## config.mk

```make
export PLATFORM = sky130hd
export DESIGN_NAME = layered_min_sum_row_unit
export DESIGN_NICKNAME = d
export VERILOG_FILES = /design/src/rtl/layered_min_sum_row_unit.sv
export SDC_FILE = /design/constraint.sdc
export NUM_CORES = 1
export LEC_CHECK = 0
export ABC_AREA = 0
export CAP_MARGIN = 15
export CORE_UTILIZATION = 30
export DETAILED_ROUTE_END_ITERATION = 16
export GPL_TIMING_DRIVEN = 0
export HOLD_SLACK_MARGIN = 0.12
export PLACE_DENSITY = 0.43
export SLEW_MARGIN = 20
export SYNTH_ARGS = -nofsm -noshare
export SYNTH_HDL_FRONTEND = slang
export SYNTH_SLANG_ARGS = --single-unit
```

## constraint.sdc

```tcl
create_clock -name clk -period 13.38 [get_ports clk]
set_input_delay 4.014 -clock clk [delete_from_list [all_inputs] [get_ports clk]]
set_output_delay 4.014 -clock clk [all_outputs]
set_load 0.01 [all_outputs]
```

## src/rtl/layered_min_sum_row_unit.sv

```systemverilog
`default_nettype none
// ============================================================================
// Module      : layered_min_sum_row_unit
// Description : Serial offset-min-sum check-row engine for a layered LDPC
//               decoder. One row is processed in two phases:
//                 GATHER - accept d beats of (posterior LLR, old check msg),
//                          form q = sat(L - R), buffer q and track
//                          min1/min2/idx1 and the sign parity.
//                 EMIT   - replay the buffer and return d beats of updated
//                          check message and posterior LLR.
// Ports       : clk, rst_n           - clock, async active-low reset
//               start, degree        - launch a row of 'degree' columns
//               in_valid/in_ready    - input beat handshake
//               in_llr, in_msg       - posterior LLR and old check message
//               out_valid/out_ready  - output beat handshake
//               out_idx              - beat index 0..d-1
//               out_llr, out_msg     - updated posterior and check message
//               busy                 - engine not idle
//               done                 - one-cycle pulse at row completion
//               err                  - one-cycle pulse on illegal degree
// Revision    : 1.0 - initial release
// ============================================================================
module layered_min_sum_row_unit #(
    parameter int LLR_W   = 8,
    parameter int MSG_W   = 6,
    parameter int DEG_MAX = 20,
    parameter int OFFSET  = 1,
    parameter int IDX_W   = $clog2(DEG_MAX + 1)
) (
    input  logic             clk,
    input  logic             rst_n,
    input  logic             start,
    input  logic [IDX_W-1:0] degree,
    input  logic             in_valid,
    output logic             in_ready,
    input  logic [LLR_W-1:0] in_llr,
    input  logic [MSG_W-1:0] in_msg,
    output logic             out_valid,
    input  logic             out_ready,
    output logic [IDX_W-1:0] out_idx,
    output logic [LLR_W-1:0] out_llr,
    output logic [MSG_W-1:0] out_msg,
    output logic             busy,
    output logic             done,
    output logic             err
);

    // ------------------------------------------------------------------------
    // Constants
    // ------------------------------------------------------------------------
    localparam logic [1:0] S_IDLE   = 2'd0;
    localparam logic [1:0] S_GATHER = 2'd1;
    localparam logic [1:0] S_EMIT   = 2'd2;

    // Symmetric saturation bounds, expressed one bit wider than the LLR so
    // that sums and differences can be compared without overflow.
    localparam logic signed [LLR_W:0] c_llr_max = (LLR_W+1)'((2 ** (LLR_W - 1)) - 1);
    localparam logic signed [LLR_W:0] c_llr_min = -c_llr_max;

    // Largest magnitude a check message can carry.
    localparam logic [MSG_W-2:0] c_mag_max   = '1;
    localparam logic [LLR_W-1:0] c_mag_max_l = LLR_W'((2 ** (MSG_W - 1)) - 1);
    localparam logic [MSG_W-2:0] c_offset    = (MSG_W-1)'(OFFSET);
    localparam logic [IDX_W-1:0] c_deg_max   = IDX_W'(DEG_MAX);
    localparam logic [IDX_W-1:0] c_deg_one   = IDX_W'(1);

    // Clamp to +/-(2^(LLR_W-1)-1); the most negative code is never produced
    // so that negation of any stored q is always representable.
    function automatic logic [LLR_W-1:0] sat_llr(input logic signed [LLR_W:0] v);
        logic [LLR_W-1:0] r;
        if (v > c_llr_max) begin
            r = c_llr_max[LLR_W-1:0];
        end else if (v < c_llr_min) begin
            r = c_llr_min[LLR_W-1:0];
        end else begin
            r = v[LLR_W-1:0];
        end
        return r;
    endfunction

    // ------------------------------------------------------------------------
    // State
    // ------------------------------------------------------------------------
    logic [1:0]       r_state;
    logic [IDX_W-1:0] r_d;
    logic [IDX_W-1:0] r_k;
    logic [MSG_W-2:0] r_min1;
    logic [MSG_W-2:0] r_min2;
    logic [IDX_W-1:0] r_idx1;
    logic             r_parity;
    logic             r_done;
    logic             r_err;
    logic [LLR_W-1:0] r_q [DEG_MAX];

    // ------------------------------------------------------------------------
    // Input path: q = sat(L - R), magnitude clipped to message range
    // ------------------------------------------------------------------------
    logic             w_deg_ok;
    logic             w_in_fire;
    logic             w_out_fire;
    logic             w_last;
    logic signed [LLR_W:0] w_diff;
    logic [LLR_W-1:0] w_q_in;
    logic [LLR_W-1:0] w_abs;
    logic [MSG_W-2:0] w_mag;
    logic             w_s_in;

    assign w_deg_ok   = (degree != '0) && (degree <= c_deg_max);
    assign w_in_fire  = (r_state == S_GATHER) && in_valid;
    assign w_out_fire = (r_state == S_EMIT) && out_ready;
    assign w_last     = (r_k == (r_d - c_deg_one));

    assign w_diff = {in_llr[LLR_W-1], in_llr}
                  - {{(LLR_W + 1 - MSG_W){in_msg[MSG_W-1]}}, in_msg};
    assign w_q_in = sat_llr(w_diff);
    assign w_s_in = w_q_in[LLR_W-1];
    assign w_abs  = w_s_in ? (~w_q_in + 1'b1) : w_q_in;
    assign w_mag  = (w_abs > c_mag_max_l) ? c_mag_max : w_abs[MSG_W-2:0];

    // ------------------------------------------------------------------------
    // Output path: extrinsic message from min1/min2 and the parity
    // ------------------------------------------------------------------------
    logic [LLR_W-1:0] w_q_out;
    logic             w_s_out;
    logic [MSG_W-2:0] w_m;
    logic [MSG_W-2:0] w_mp;
    logic [MSG_W-1:0] w_mp_ext;
    logic             w_sign;
    logic [MSG_W-1:0] w_msg;
    logic signed [LLR_W:0] w_sum;

    assign w_q_out = r_q[r_k];
    assign w_s_out = w_q_out[LLR_W-1];

    // The column that supplied min1 must see the second minimum instead.
    assign w_m      = (r_k == r_idx1) ? r_min2 : r_min1;
    assign w_mp     = (w_m > c_offset) ? (w_m - c_offset) : '0;
    assign w_mp_ext = {1'b0, w_mp};
    assign w_sign   = r_parity ^ w_s_out;

    // A degree-1 row has no other columns, so its extrinsic message is 0.
    always_comb begin
        w_msg = '0;
        if (r_d != c_deg_one) begin
            w_msg = w_sign ? (~w_mp_ext + 1'b1) : w_mp_ext;
        end
    end

    assign w_sum = {w_q_out[LLR_W-1], w_q_out}
                 + {{(LLR_W + 1 - MSG_W){w_msg[MSG_W-1]}}, w_msg};

    // Outputs are forced to zero outside EMIT so that reset and idle
    // present clean values without depending on stale buffer contents.
    assign in_ready  = (r_state == S_GATHER);
    assign out_valid = (r_state == S_EMIT);
    assign out_idx   = out_valid ? r_k : '0;
    assign out_msg   = out_valid ? w_msg : '0;
    assign out_llr   = out_valid ? sat_llr(w_sum) : '0;
    assign busy      = (r_state != S_IDLE);
    assign done      = r_done;
    assign err       = r_err;

    // ------------------------------------------------------------------------
    // q buffer: written once per accepted input beat, read during EMIT.
    // No reset needed: every entry read in EMIT was written in GATHER.
    // ------------------------------------------------------------------------
    always_ff @(posedge clk) begin
        if (w_in_fire) begin
            r_q[r_k] <= w_q_in;
        end
    end

    // ------------------------------------------------------------------------
    // Control FSM and accumulators
    // ------------------------------------------------------------------------
    always_ff @(posedge clk or negedge rst_n) begin
        if (!rst_n) begin
            r_state  <= S_IDLE;
            r_d      <= '0;
            r_k      <= '0;
            r_min1   <= c_mag_max;
            r_min2   <= c_mag_max;
            r_idx1   <= '0;
            r_parity <= 1'b0;
            r_done   <= 1'b0;
            r_err    <= 1'b0;
        end else begin
            r_done <= 1'b0;
            r_err  <= 1'b0;
            case (r_state)
                S_IDLE: begin
                    if (start) begin
                        if (w_deg_ok) begin
                            r_d      <= degree;
                            r_k      <= '0;
                            r_min1   <= c_mag_max;
                            r_min2   <= c_mag_max;
                            r_idx1   <= '0;
                            r_parity <= 1'b0;
                            r_state  <= S_GATHER;
                        end else begin
                            r_err <= 1'b1;
                        end
                    end
                end
                S_GATHER: begin
                    if (w_in_fire) begin
                        // Strict compare keeps the earliest index on ties.
                        if (w_mag < r_min1) begin
                            r_min2 <= r_min1;
                            r_min1 <= w_mag;
                            r_idx1 <= r_k;
                        end else if (w_mag < r_min2) begin
                            r_min2 <= w_mag;
                        end
                        r_parity <= r_parity ^ w_s_in;
                        if (w_last) begin
                            r_k     <= '0;
                            r_state <= S_EMIT;
                        end else begin
                            r_k <= r_k + c_deg_one;
                        end
                    end
                end
                S_EMIT: begin
                    if (w_out_fire) begin
                        if (w_last) begin
                            r_k     <= '0;
                            r_done  <= 1'b1;
                            r_state <= S_IDLE;
                        end else begin
                            r_k <= r_k + c_deg_one;
                        end
                    end
                end
                default: begin
                    r_state <= S_IDLE;
                end
            endcase
        end
    end

endmodule
`default_nettype wire

```

# Word level (Yosys, flattened, before mapping)
# Memory sizes are Yosys's and may differ from the RTL's.
# Index checks and enable logic that the tools add are counted.
op_classes:
  n_addsub: 7
  order_cmp: 9
  n_eq_ne: 13
  n_mux: 50
  n_bitwise: 4
  reduce_logical: 14
op_table:
  columns: ["cell", "count"]
  rows:
  - ["$mux W5", 18]
  - ["$mux W8", 6]
  - ["$pmux W5 S2", 3]
  - ["$gt A9 B8 Y1 const B", 2]
  - ["$lt A9 B8 Y1 const B", 2]
  - ["$mux W6", 3]
  - ["$pmux W5 S3", 1]
  - ["$reduce_and A5 Y1", 3]
  - ["$mux W2", 6]
  - ["$mux W1", 11]
  - ["$eq A5 B5 Y1", 2]
  - ["$lt A5 B5 Y1", 2]
  - ["$ne A2 B1 Y1 const B", 5]
  - ["$sub A5 B1 Y5 const B", 2]
  - ["$add A8 B6 Y9", 1]
  - ["$sub A8 B6 Y9", 1]
  - ["$add A8 B1 Y8 const B", 1]
  - ["$gt A8 B5 Y1 const B", 1]
  - ["$not A8 Y8", 1]
  - ["$add A6 B1 Y6 const B", 1]
  - ["$not A5 Y6", 1]
  - ["$pmux W2 S3", 1]
  - ["$reduce_and A6 Y1", 1]
  - ["$add A5 B1 Y5 const B", 1]
  - ["16 further kinds", 21]
word_totals:
  regBits: 30
  ram_bits: 160
  inputBits: 24
  elab_cells: 107
  n_memories: 1
memory_table:
  columns: ["name", "depth", "width", "rd", "rd_ports_with_merged_regs", "wr", "line", "rtl"]
  rows:
  - ["r_q", 20, 8, 1, 0, 1, "93", "logic [LLR_W-1:0] r_q [DEG_MAX];"]

# Logic depth before layout (Yosys ltp)
logic_depth:
  word_depth: 14
  ltp_mapped: 28
  depth_no_buf: 25

# Worst setup path before layout
# Ideal clock, no wire load.
synth_path:
  path_kind: "input -> register"
  from: "input in_llr[0]"
  to: "register r_min2[0]"
  setup_ns: 0.082
  arrival_ns: 8.919
  t_required_ns: 13.298
  path_slack_ns: 4.379
  path_stages: 26
  n_path_buf: 1
  path_cell_list: "inv_1 > ha_1 > inv_1 > fa_1 > a211oi_2 > nor2_1 > o31a_2 > a21oi_2 > nor3_1 > o21ai_0 > o21ai_0 > ha_1 > and3_1 > or3_1 > o211ai_4 > buf_4 > nand2_1 > ha_1 > a21o_1 > a21o_1 > a21oi_1 > nand3_1 > a211oi_1 > a21o_1 > a21oi_4 > mux2_4"
synth_via:
  elab_chain_len: 13
  word_cells_on_any_way: 18
  cone_classes: "add/sub: 2; order compare: 5; eq/ne: 1; mux: 8; bitwise: 1; reduce/logical: 1"
synth_lines:
  columns: ["element", "line", "rtl"]
  rows:
  - ["from (decl)", "36", "input logic [LLR_W-1:0] in_llr,"]
  - ["$sub A8 B6 Y9 *", "114", "- {{(LLR_W + 1 - MSG_W){in_msg[MSG_W-1]}}, in_msg};"]
  - ["$lt A9 B8 Y1", "73", "end else if (v < c_llr_min) begin"]
  - ["$mux W8", "73", null]
  - ["$mux W8 *", "71", "if (v > c_llr_max) begin"]
  - ["$not A8 Y8", "117", "assign w_abs = w_s_in ? (~w_q_in + 1'b1) : w_q_in;"]
  - ["$add A8 B1 Y8", "117", null]
  - ["$mux W8 *", "117", null]
  - ["$gt A8 B5 Y1", "118", "assign w_mag = (w_abs > c_mag_max_l) ? c_mag_max : w_abs[MSG_W-2:0];"]
  - ["$mux W5 *", "118", null]
  - ["$lt A5 B5 Y1 or $mux W5 (tied branches)", "209, 213", null]
  - ["$mux W5", "209", "if (w_mag < r_min1) begin"]
  - ["$mux W5", "207", "if (w_in_fire) begin"]
  - ["$pmux W5 S2", "190", "case (r_state)"]
  - ["to (signal assigned)", "197", "r_min2 <= c_mag_max;"]
  - ["to (signal assigned)", "210", "r_min2 <= r_min1;"]
  - ["to (signal assigned)", "214", "r_min2 <= w_mag;"]
  - ["to (decl)", "88", "logic [MSG_W-2:0] r_min2;"]
# Every way passes the cells marked *; elsewhere a longest branch is shown, timed or not. The select of a mux whose other input is x is not followed.
# A chain may end at the register's enable or synchronous reset.

# Worst setup path in the final report
layout_path:
  from: "register r_k[1]"
  to: "output out_llr[3]"
layout_via:
  elab_chain_len: 13
  word_cells_on_any_way: 17
  cone_classes: "add/sub: 3; order compare: 3; eq/ne: 1; mux: 7; bitwise: 2; memory: 1"
layout_lines:
  columns: ["element", "line", "rtl"]
  rows:
  - ["from (decl)", "86", "logic [IDX_W-1:0] r_k;"]
  - ["from (signal assigned)", "221", "r_k <= r_k + c_deg_one;"]
  - ["from (signal assigned)", "232", "r_k <= r_k + c_deg_one;"]
  - ["$eq A5 B5 Y1", "136", "assign w_m = (r_k == r_idx1) ? r_min2 : r_min1;"]
  - ["$mux W5", "136", null]
  - ["$sub A5 B1 Y5 or $gt A5 B1 Y1 (tied branches)", "137", "assign w_mp = (w_m > c_offset) ? (w_m - c_offset) : '0;"]
  - ["$mux W5", "137", null]
  - ["$not A5 Y6", "145", "w_msg = w_sign ? (~w_mp_ext + 1'b1) : w_mp_ext;"]
  - ["$add A6 B1 Y6", "145", null]
  - ["$mux W6", "145", null]
  - ["$mux W6", "144", "if (r_d != c_deg_one) begin"]
  - ["$add A8 B6 Y9 *", "150", "+ {{(LLR_W + 1 - MSG_W){w_msg[MSG_W-1]}}, w_msg};"]
  - ["$lt A9 B8 Y1", "73", null]
  - ["$mux W8", "73", null]
  - ["$mux W8 *", "71", null]
  - ["$mux W8 *", "158", "assign out_llr = out_valid ? sat_llr(w_sum) : '0;"]
  - ["to (decl)", "41", "output logic [LLR_W-1:0] out_llr,"]
# Every way passes the cells marked *; elsewhere a longest branch is shown, timed or not.

==> flow_metrics.tcl <==
set metrics [dict create \
    cts_sinks 190 \
    via_per_inst 5.080 \
    fmax_ghz 0.09655 \
    powerDensity_mw_per_mm2 236.1 \
    clock_latency_ns 0.43 \
    end_kind "output port" \
    grtUsageMet1 0.2045 \
    yosys_warnings 0 \
    ios 48 \
    final_common_cell "edfxtp_1" \
    utilization 0.3559 \
    start_kind "flop" \
    slew_violations 0 \
    final_antenna_net_count 0 \
    async_flop_share 0.1579 \
    numPortBuffers 47 \
    drive_gt1_frac 0.1725 \
    ctsHoldBuffers 0 \
    synth-seq-cells 190 \
    critPathKind "reg2out" \
    nFillCells 3028 \
    cp_top_family "compound AO/OA/AOI/OAI gates" \
    grt_use_met3 0.02620 \
    final_cell_mix "edfxtp_1, nor2_1, clkdlybuf4s50_1" \
    cp_max_fo 10 \
    cpMostUsedCell "a21oi_1" \
    row_count 65 \
    dieWidth_um 181.0 \
    maxSlewHeadroom 0.3840 \
    seq_area_mm2 0.005568 \
    final_cells 1179 \
    postRouteWirelength_um 24270 \
    fin_skew_ns 0.01479 \
    grtUsageTotal 0.1530 \
    firstDrtPassIters 5 \
    dieArea_mm2 0.03277 \
    cts-root-buf "clkbuf_16" \
    syn_nets 759 \
    holdWs_ns 0.5264 \
    grt_max_degree 31 \
    hp-class "reg2reg" \
    cp_slowest_cell "clkdlybuf4s50_1" \
    grt_setup_unrepaired "no" \
    dp.cells 1148 \
    synth_ff_type "edfxtp_1" \
    final.setup.tns_ns 0 \
    final_hold_viol_count 0 \
    yosysSeqAreaShare 0.5791 \
    synth_area_per_cell_um2 13.84 \
    worstPathRequired_ns 9.37 \
    gp_congestion 0.8293 \
    grt_pass1_vias 6157 \
    syn_inst 695 \
    multiInputGateArea_mm2 0.003832 \
    synth_cell_types 73 \
    grt_use_met2 0.2575 \
    wl_per_cell_um 20.59 \
    grt.overflow.total 0 \
    drt_iter0_drc 398 \
    fin_crit_ns 10.36 \
    netlist_area_mm2 0.009615 \
    num_antenna_cells 0 \
    crit_chain "buf_2 > xor2_1 > nor3_2 > nand2_2 > a21oi_1 > ha_1 > nand3b_1 > a22oi_1 > nand2b_1 > ha_1 > mux2i_1 > nor2_1 > ha_1 > a21o_1 > a21oi_1 > o21bai_1 > a21oi_1 > o21ai_0 > xor2_1 > a21oi_1 > nand2b_1 > a21oi_1 > clkdlybuf4s50_1" \
    clkSlewWorstSetupHoldPaths_ns 0.08 \
    worst_path_largest_cell_delay_ns 0.56 \
    drcViolationCount 0 \
    grt-busiest-layer "met2" \
    peakVddDrop_uv 133.9 \
    cts_resized 0 \
    setup_viol 0 \
    finalNetCount 829 \
    fin_crit_sh 0.7741 \
    coreArea_mm2 0.03156 \
    drv_cap 0 \
    antenna_found_initial 0 \
    outcome "completed" \
    die_h_um 181.0 \
    h-tree-depth 4 \
    synth_edf_count 160 \
    critPathBufInv 2 \
    cts_buffer_depth 2 \
    dpl.hpwl_um 17800 \
    cts_buffers 17 \
    num_vias 5989 \
    post_cts_buffers 0 \
    crit_arrival_ns 6.34 \
    cts_tree "built" \
    power_leakage_nw 3.981 \
    start_util 0.3047 \
    syn2layout_area_growth_pct 16.79 \
    worst_pin_slew_ns 0.9206 \
    grt_pass1_wl_um 37110 \
]
[per-layer routing]
| metal | wire (um) | share of wire |
|---|---|---|
| met3 | 791 | 0.033 |
| met5 | 0 | 0 |
| met1 | 11250 | 0.46 |
| met2 | 11990 | 0.49 |
| met4 | 243 | 0.010 |
[cell families after synthesis]
kind of cell / after synthesis / synth area share
buf+inv: 59 / 0.02446
compound gates: 127 / 0.09629
simple gates: 177 / 0.08705
flops: 190 / 0.5791
mux: 72 / 0.1291
fa+ha+maj: 40 / 0.05361
xor+xnor: 30 / 0.03045
[worst reg2reg max path: cells and delay by family, from the launching register on]
kind	cells	cell delay [ns]
DFF	1	0.40
adders and majority gates	1	0.19
buffers and inverters	4	1.29
and+or+nand+nor	2	1.11
[synthesized netlist by cell type (5+ instances only)]
| cell | number | share of area |
|---|---|---|
| xor2_1 | 17 | 0.015 |
| o22ai_1 | 5 | 0.0033 |
| nand2b_1 | 8 | 0.0052 |
| ha_1 | 38 | 0.049 |
| dfstp_2 | 10 | 0.027 |
| and2_1 | 5 | 0.0033 |
| a22o_1 | 6 | 0.0055 |
| a21o_1 | 8 | 0.0062 |
| nor3_1 | 11 | 0.0057 |
| o21ai_0 | 20 | 0.010 |
| mux4_2 | 40 | 0.094 |
| inv_1 | 34 | 0.013 |
| or3_1 | 5 | 0.0033 |
| a21oi_1 | 34 | 0.018 |
| nor2_1 | 69 | 0.027 |
| xnor2_1 | 9 | 0.0082 |
| a22oi_1 | 5 | 0.0039 |
| buf_2 | 5 | 0.0026 |
| dfrtp_1 | 20 | 0.052 |
| edfxtp_1 | 160 | 0.50 |
| mux2_2 | 9 | 0.011 |
| mux2i_1 | 21 | 0.022 |
| o21a_1 | 6 | 0.0047 |
| buf_1 | 5 | 0.0020 |
| nand2_1 | 33 | 0.013 |
| nand3_1 | 21 | 0.011 |
| clkbuf_1 | 12 | 0.0047 |
[where the power goes]
| part | switching, mW | internal, mW |
|---|---|---|
| sequential | 0.0247 | 0.718 |
| combinational | 0.827 | 0.583 |
| clock | 0.251 | 0.248 |
[registers in the layout (all words and copies together), names as in the netlist]
| signal | flops |
|---|---|
| r_idx1 | 5 |
| r_state | 2 |
| r_k | 5 |
| r_parity | 1 |
| done | 1 |
| r_min2 | 5 |
| err | 1 |
| r_min1 | 5 |
| r_d | 5 |
| r_q | 160 |
[stage by stage]
step | cell area (um2) | setup slack [ns] | power (mW)
floorplan | 9615 | 4.379 | 1.747
global placement | 10590 | 3.340 | 2.136
detailed placement | 10650 | 3.274 | 2.174
CTS | 11230 | 2.917 | 2.680
global route | 11230 | 2.419 | 2.836
finish | 11230 | 3.023 | 2.652
[cell type report]
type / instances / area share
Clock inverter: 14 / 0.01382
Multi-Input combinational cell: 446 / 0.3413
Tap cell: 402 / 0.04479
Buffer: 24 / 0.009248
Sequential cell: 190 / 0.4958
Clock buffer: 17 / 0.03788
Inverter: 35 / 0.01170
Timing Repair Buffer: 51 / 0.04546
[final timing paths]
check | to | slack, ns | depth (start not counted) | from
max in group asynchronous | r_idx1[0] | 9.28 | 1 | rst_n
min in group asynchronous | r_parity | 3.63 | 1 | rst_n
setup reg to reg | r_q[0][3] | 10.00 | 7 | r_k[1]
hold / removal | r_idx1[3] | 0.53 | 1 | r_idx1[3]
setup / recovery | out_llr[3] | 3.02 | 23 | r_k[1]
hold reg to reg | r_idx1[3] | 0.53 | 1 | r_idx1[3]
Note: power is estimated with default switching activity, not from simulation.
